--- src/rtl/costas_acq_ctrl.sv ---
// Acquisition/tracking sequencer for a Costas BPSK loop: sweeps the NCO start word,
// measures I/Q arm energy per window, declares lock and re-acquires on loss of lock.
module costas_acq_ctrl #(
    parameter logic [31:0] F_START    = 32'd286331153,
    parameter logic [31:0] F_STEP     = 32'd1048576,
    parameter int          N_STEPS    = 16,
    parameter int          SETTLE_CYC = 1024,
    parameter int          WIN_LOG2   = 8,
    parameter logic [31:0] AMP_MIN    = 32'd1024,
    parameter int          MISS_MAX   = 3
) (
    input  logic        sys_clk,
    input  logic        sys_rst_n,
    input  logic        enable,
    input  logic        sample_valid,
    input  logic [15:0] i_data,
    input  logic [15:0] q_data,
    output logic [31:0] freq_word,
    output logic        lf_clear,
    output logic        gain_wide,
    output logic        locked,
    output logic [7:0]  sweep_idx,
    output logic [2:0]  state
);

    typedef enum logic [2:0] {
        ST_IDLE    = 3'd0,
        ST_SETTLE  = 3'd1,
        ST_MEASURE = 3'd2,
        ST_DECIDE  = 3'd3,
        ST_TRACK   = 3'd4
    } state_t;

    localparam logic [31:0] SETTLE_LAST = 32'(SETTLE_CYC - 1);
    localparam logic [16:0] WIN_LAST    = 17'((1 << WIN_LOG2) - 1);
    localparam logic [3:0]  MISS_LAST   = 4'(MISS_MAX - 1);
    localparam logic [7:0]  IDX_LAST    = 8'(N_STEPS - 1);

    state_t        state_r;
    logic [31:0]   settle_cnt_r;
    logic [16:0]   win_cnt_r;
    logic [31:0]   acc_i_r;
    logic [31:0]   acc_q_r;
    logic [3:0]    miss_cnt_r;
    logic          eval_r;

    logic [31:0]   abs_i_s;
    logic [31:0]   abs_q_s;
    logic          win_end_s;
    logic          pass_s;

    // |x| with the single unrepresentable value -32768 clamped to 32767
    function automatic logic [15:0] abs_sat(input logic signed [15:0] x);
        logic [15:0] r;
        if (x == 16'sh8000) begin
            r = 16'd32767;
        end else if (x < 16'sh0000) begin
            r = $unsigned(-x);
        end else begin
            r = $unsigned(x);
        end
        return r;
    endfunction

    // Lock metric: in-phase energy dominates quadrature by 2x and clears the floor
    function automatic logic window_pass(input logic [31:0] ai, input logic [31:0] aq);
        return ({1'b0, ai} >= {aq, 1'b0}) && (ai >= AMP_MIN);
    endfunction

    assign state = state_r;

    // Per-sample magnitudes, window-end strobe and the metric on the finished window
    always_comb begin
        abs_i_s   = {16'd0, abs_sat(i_data)};
        abs_q_s   = {16'd0, abs_sat(q_data)};
        win_end_s = sample_valid && (win_cnt_r == WIN_LAST);
        pass_s    = window_pass(acc_i_r, acc_q_r);
    end

    // Sequencer: state, sweep position, window accumulators and all registered outputs
    always_ff @(posedge sys_clk) begin
        if (!sys_rst_n || !enable) begin
            state_r      <= ST_IDLE;
            freq_word    <= F_START;
            lf_clear     <= 1'b0;
            gain_wide    <= 1'b1;
            locked       <= 1'b0;
            sweep_idx    <= 8'd0;
            settle_cnt_r <= 32'd0;
            win_cnt_r    <= 17'd0;
            acc_i_r      <= 32'd0;
            acc_q_r      <= 32'd0;
            miss_cnt_r   <= 4'd0;
            eval_r       <= 1'b0;
        end else begin
            lf_clear <= 1'b0;
            case (state_r)
                ST_IDLE: begin
                    state_r      <= ST_SETTLE;
                    lf_clear     <= 1'b1;
                    settle_cnt_r <= 32'd0;
                end
                ST_SETTLE: begin
                    if (settle_cnt_r == SETTLE_LAST) begin
                        state_r   <= ST_MEASURE;
                        acc_i_r   <= 32'd0;
                        acc_q_r   <= 32'd0;
                        win_cnt_r <= 17'd0;
                    end else begin
                        settle_cnt_r <= settle_cnt_r + 32'd1;
                    end
                end
                ST_MEASURE: begin
                    if (sample_valid) begin
                        acc_i_r   <= acc_i_r + abs_i_s;
                        acc_q_r   <= acc_q_r + abs_q_s;
                        win_cnt_r <= win_cnt_r + 17'd1;
                        if (win_end_s) begin
                            state_r <= ST_DECIDE;
                        end
                    end
                end
                ST_DECIDE: begin
                    if (pass_s) begin
                        state_r    <= ST_TRACK;
                        locked     <= 1'b1;
                        gain_wide  <= 1'b0;
                        acc_i_r    <= 32'd0;
                        acc_q_r    <= 32'd0;
                        win_cnt_r  <= 17'd0;
                        miss_cnt_r <= 4'd0;
                        eval_r     <= 1'b0;
                    end else begin
                        if (sweep_idx == IDX_LAST) begin
                            sweep_idx <= 8'd0;
                            freq_word <= F_START;
                        end else begin
                            sweep_idx <= sweep_idx + 8'd1;
                            freq_word <= freq_word + F_STEP;
                        end
                        state_r      <= ST_SETTLE;
                        lf_clear     <= 1'b1;
                        settle_cnt_r <= 32'd0;
                    end
                end
                ST_TRACK: begin
                    if (eval_r) begin
                        // Evaluation cycle also opens the next window so windows stay back-to-back
                        eval_r    <= 1'b0;
                        acc_i_r   <= sample_valid ? abs_i_s : 32'd0;
                        acc_q_r   <= sample_valid ? abs_q_s : 32'd0;
                        win_cnt_r <= sample_valid ? 17'd1 : 17'd0;
                        if (pass_s) begin
                            miss_cnt_r <= 4'd0;
                        end else if (miss_cnt_r == MISS_LAST) begin
                            miss_cnt_r   <= 4'd0;
                            locked       <= 1'b0;
                            gain_wide    <= 1'b1;
                            state_r      <= ST_SETTLE;
                            lf_clear     <= 1'b1;
                            settle_cnt_r <= 32'd0;
                        end else begin
                            miss_cnt_r <= miss_cnt_r + 4'd1;
                        end
                    end else if (sample_valid) begin
                        acc_i_r   <= acc_i_r + abs_i_s;
                        acc_q_r   <= acc_q_r + abs_q_s;
                        win_cnt_r <= win_cnt_r + 17'd1;
                        if (win_end_s) begin
                            eval_r <= 1'b1;
                        end
                    end
                end
                default: begin
                    state_r <= ST_IDLE;
                end
            endcase
        end
    end

endmodule

--- config.mk ---
export PLATFORM = sky130hd
export DESIGN_NAME = costas_acq_ctrl
export DESIGN_NICKNAME = d
export VERILOG_FILES = /design/src/rtl/costas_acq_ctrl.sv
export SDC_FILE = /design/constraint.sdc
export NUM_CORES = 1
export LEC_CHECK = 0
export ABC_AREA = 1
export CAP_MARGIN = 5
export CORE_MARGIN = 4
export CORE_UTILIZATION = 45
export DETAILED_ROUTE_END_ITERATION = 7
export PLACE_DENSITY = 0.6
export SYNTH_ARGS = -nofsm -noshare
export SYNTH_HDL_FRONTEND = slang
export SYNTH_SLANG_ARGS = --single-unit
--- constraint.sdc ---
create_clock -name sys_clk -period 3.9 [get_ports sys_clk]
set_input_delay 0.39 -clock sys_clk [delete_from_list [all_inputs] [get_ports sys_clk]]
set_output_delay 0.39 -clock sys_clk [all_outputs]
set_load 0.01 [all_outputs]
==> results of run 1 <==
[cells by family (layout without fill, tap and decap cells)]
family | Yosys count | after routing | synth area share [%]
buffers and inverters | 341 | 378 | 11.1
XOR/XNOR | 36 | 36 | 2.49
AND/OR/NAND/NOR | 1253 | 1253 | 42.3
AO/OA/AOI/OAI | 297 | 297 | 12.9
flip-flops | 145 | 145 | 22.9
adder cells (fa/ha/maj) | 83 | 83 | 8.31
other | 1 | 15 | 0.0296
[synthesized netlist by cell type, types with 22 or more instances]
| cell type | number | area [µm²] |
|---|---|---|
| nor4_1 | 24 | 150 |
| o21ai_0 | 67 | 335 |
| clkbuf_1 | 32 | 120 |
| nor2_1 | 262 | 983 |
| ha_1 | 81 | 1010 |
| or2_2 | 31 | 194 |
| xor2_1 | 30 | 263 |
| inv_1 | 251 | 942 |
| nand4_1 | 62 | 388 |
| nor3_1 | 50 | 250 |
| buf_4 | 22 | 165 |
| a21oi_1 | 173 | 866 |
| dfxtp_1 | 145 | 2900 |
| nand3_1 | 182 | 911 |
| nand2_1 | 621 | 2330 |
[area by class of cell]
class	count	area (µm²)
fill	2949	13500
multi-input combinational	1684	8430
sequential	145	2900
inverter	255	957
timing repair buffer	91	856
tap	378	473
clock buffer	19	433
clock inverter	13	185
[worst paths after layout]
check,startpoint,end,slack [ps]
setup / recovery,q_data[0],acc_q_r[20],500
hold / removal,locked,locked,470
setup reg to reg,acc_q_r[14],acc_i_r[16],930
hold reg to reg,locked,locked,470
[layer usage]
metal  vias up  share of wire [%]
met3        40                5.6
li1       7081                  -
met5         -                  0
met1      6187                 49
met2       369                 44
met4         0                1.5
[sequential cells by signal (all words and copies together) (netlist names)]
| signal | flops |
|---|---|
| locked | 1 |
| lf_clear | 1 |
| gain_wide | 1 |
| freq_word | 13 |
| settle_cnt_r | 32 |
| acc_i_r | 32 |
| acc_q_r | 32 |
| sweep_idx | 8 |
| state | 3 |
| eval_r | 1 |
| miss_cnt_r | 4 |
| win_cnt_r | 17 |
[worst max-delay path: cells and delay by family]
kind	cells	cell delay (ps)
simple gates	11	1190
fa+ha+maj	3	750
compound gates	3	630
buf+inv	5	760
[report_power, final]
part | leakage (µW) | internal [µW] | switching [µW]
combinational | 0.00486 | 210 | 424
sequential | 0.00117 | 1500 | 24.7
clock | 0.000298 | 1070 | 715
[through the flow]
| step | instance area [µm²] | power [µW] | hold slack [ps] | worst slack, ps | cells |
|---|---|---|---|---|---|
| 6_report | 14200 | 3950 | 466 | 505 | 2585 |
| 5_1_grt | 14200 | 4120 | 496 | 105 | 2585 |
| 4_1_cts | 14200 | 3980 | 465 | 502 | 2585 |
| 3_5_place_dp | 13600 | 2180 | 456 | 61.5 | 2553 |
| 3_3_place_gp | 13600 | 2180 | 455 | 80.3 | 2553 |
| 2_1_floorplan | 12700 | 2010 | 444 | 835 | 2170 |
==> run summary, run 1 <==
outcome: finished clean
largest net degree at the start of global routing: 73
global-route usage over all layers: 24.1%
Main synth FF type: dfxtp_1
WP data required: 4220 ps
via count: 13700
period utilisation layout: 87.1%
Rows: 61
vias in the first global route: 12500
Clock Pin Slew Worst Setup and Hold Paths: 60 ps
fmax: 0.295 GHz
layout cell share with drive strength beyond 1: 4.94%
Distinct cells, synth: 47
die height: 176 µm
Reg2Reg Depth: 16
CTS root buf: clkbuf_16
CTS tree: done
post-layout util: 51.3%
Die Wd: 176 µm
hpwl dp: 27400 µm
DR WL/cell: 14.5 µm
Synth Instances: 2156
PortBufs: 66
first-pass GRT wire length: 62100 µm
drt pass-1 iters: 5
Starting Density: 45.6%
Max Cap Viol: 0
Post-DRT Antenna Nets: 0
Slew Limit Fails: 0
Arr. time, crit path: 3720 ps
DRC: 0
vias per cell: 5.29
initial antenna violation count: 0
pwr dens: 277 nW/µm²
RSZ-0062 raised after global routing: no
M1 GR Usage: 34.5%
Area Overhead vs Synth: 12.3%
clock sinks: 145
Worst setup EP type: flip-flop
Top cell by count, worst path: nand2_1
Tightest Hold Check Type: reg -> reg
crit start category: input pin
Layout Skew: 13.2 ps
worst vdd ir: 0.000300 V
Final Wtd Congestion: 0.919
Syn Std Cell Area: 12700 µm²
buffer depth of the longest clock path: 2
Setup Crit Path Kind: in -> reg
worst-margin pin slew: 906 ps
commonest cells after routing, fill and taps aside: 618 x nand2_1, 260 x nor2_1, 251 x inv_1
Inserted Diodes: 0
Ys Warns: 0
die area: 30900 µm²
M3 GR Usage: 2.88%
postcts setup bufs: 0
CTS-repair resized insts: 0
Core ar.: 27800 µm²
Leakage: 0.00633 µW
CTS Hold Bufs: 0
Tmin final: 3400 ps
Final TNS setup: 0 ps
grt peak-use layer: met2
Clock Latency Late Sink: 440 ps
total congestion overflow: 0
H-tree levels: 4
Syn Area/Cell: 5.88 µm²
Hold Crit Depth: 2
Final Hold Fails: 0
TritonCTS Buffers: 17
most common cell after layout, fill and taps aside: nand2_1
Final nets: 2313
final wirelength: 37600 µm
Critical Path, Cell by Cell: clkdlybuf4s50_1 > inv_1 > ha_1 > nand4_1 > nor2_1 > nand4_1 > inv_1 > nor2_1 > inv_1 > ha_1 > inv_1 > fa_1 > o21ai_0 > nand2_1 > nand2_1 > nand2_1 > a21oi_1 > nand3_1 > nand2_1 > nand3_1 > nand2_1 > a21oi_1
CP max FO: 4
M2 GR Usage: 38.9%
post-synthesis sequential area ratio: 22.9%
FFs w/ async S/R, synth: 0%
Ports: 82
CP max stage delay: 440 ps
Synth Register Bits: 145
Max-slew headroom: 39.6%
crit path max-delay cell type: clkdlybuf4s50_1
Initial DRC Count: 977
Post-synth EDFFs: 0
Finish-stage setup viols: 0
Note: power is estimated with default switching activity, not from simulation.
==> run 2, diff against run 1 <==
Settings changed: CAP_MARGIN 5 to not set.
==> results of run 2 <==
No change in the layout: final DEF, timing and power equal those of run 1.
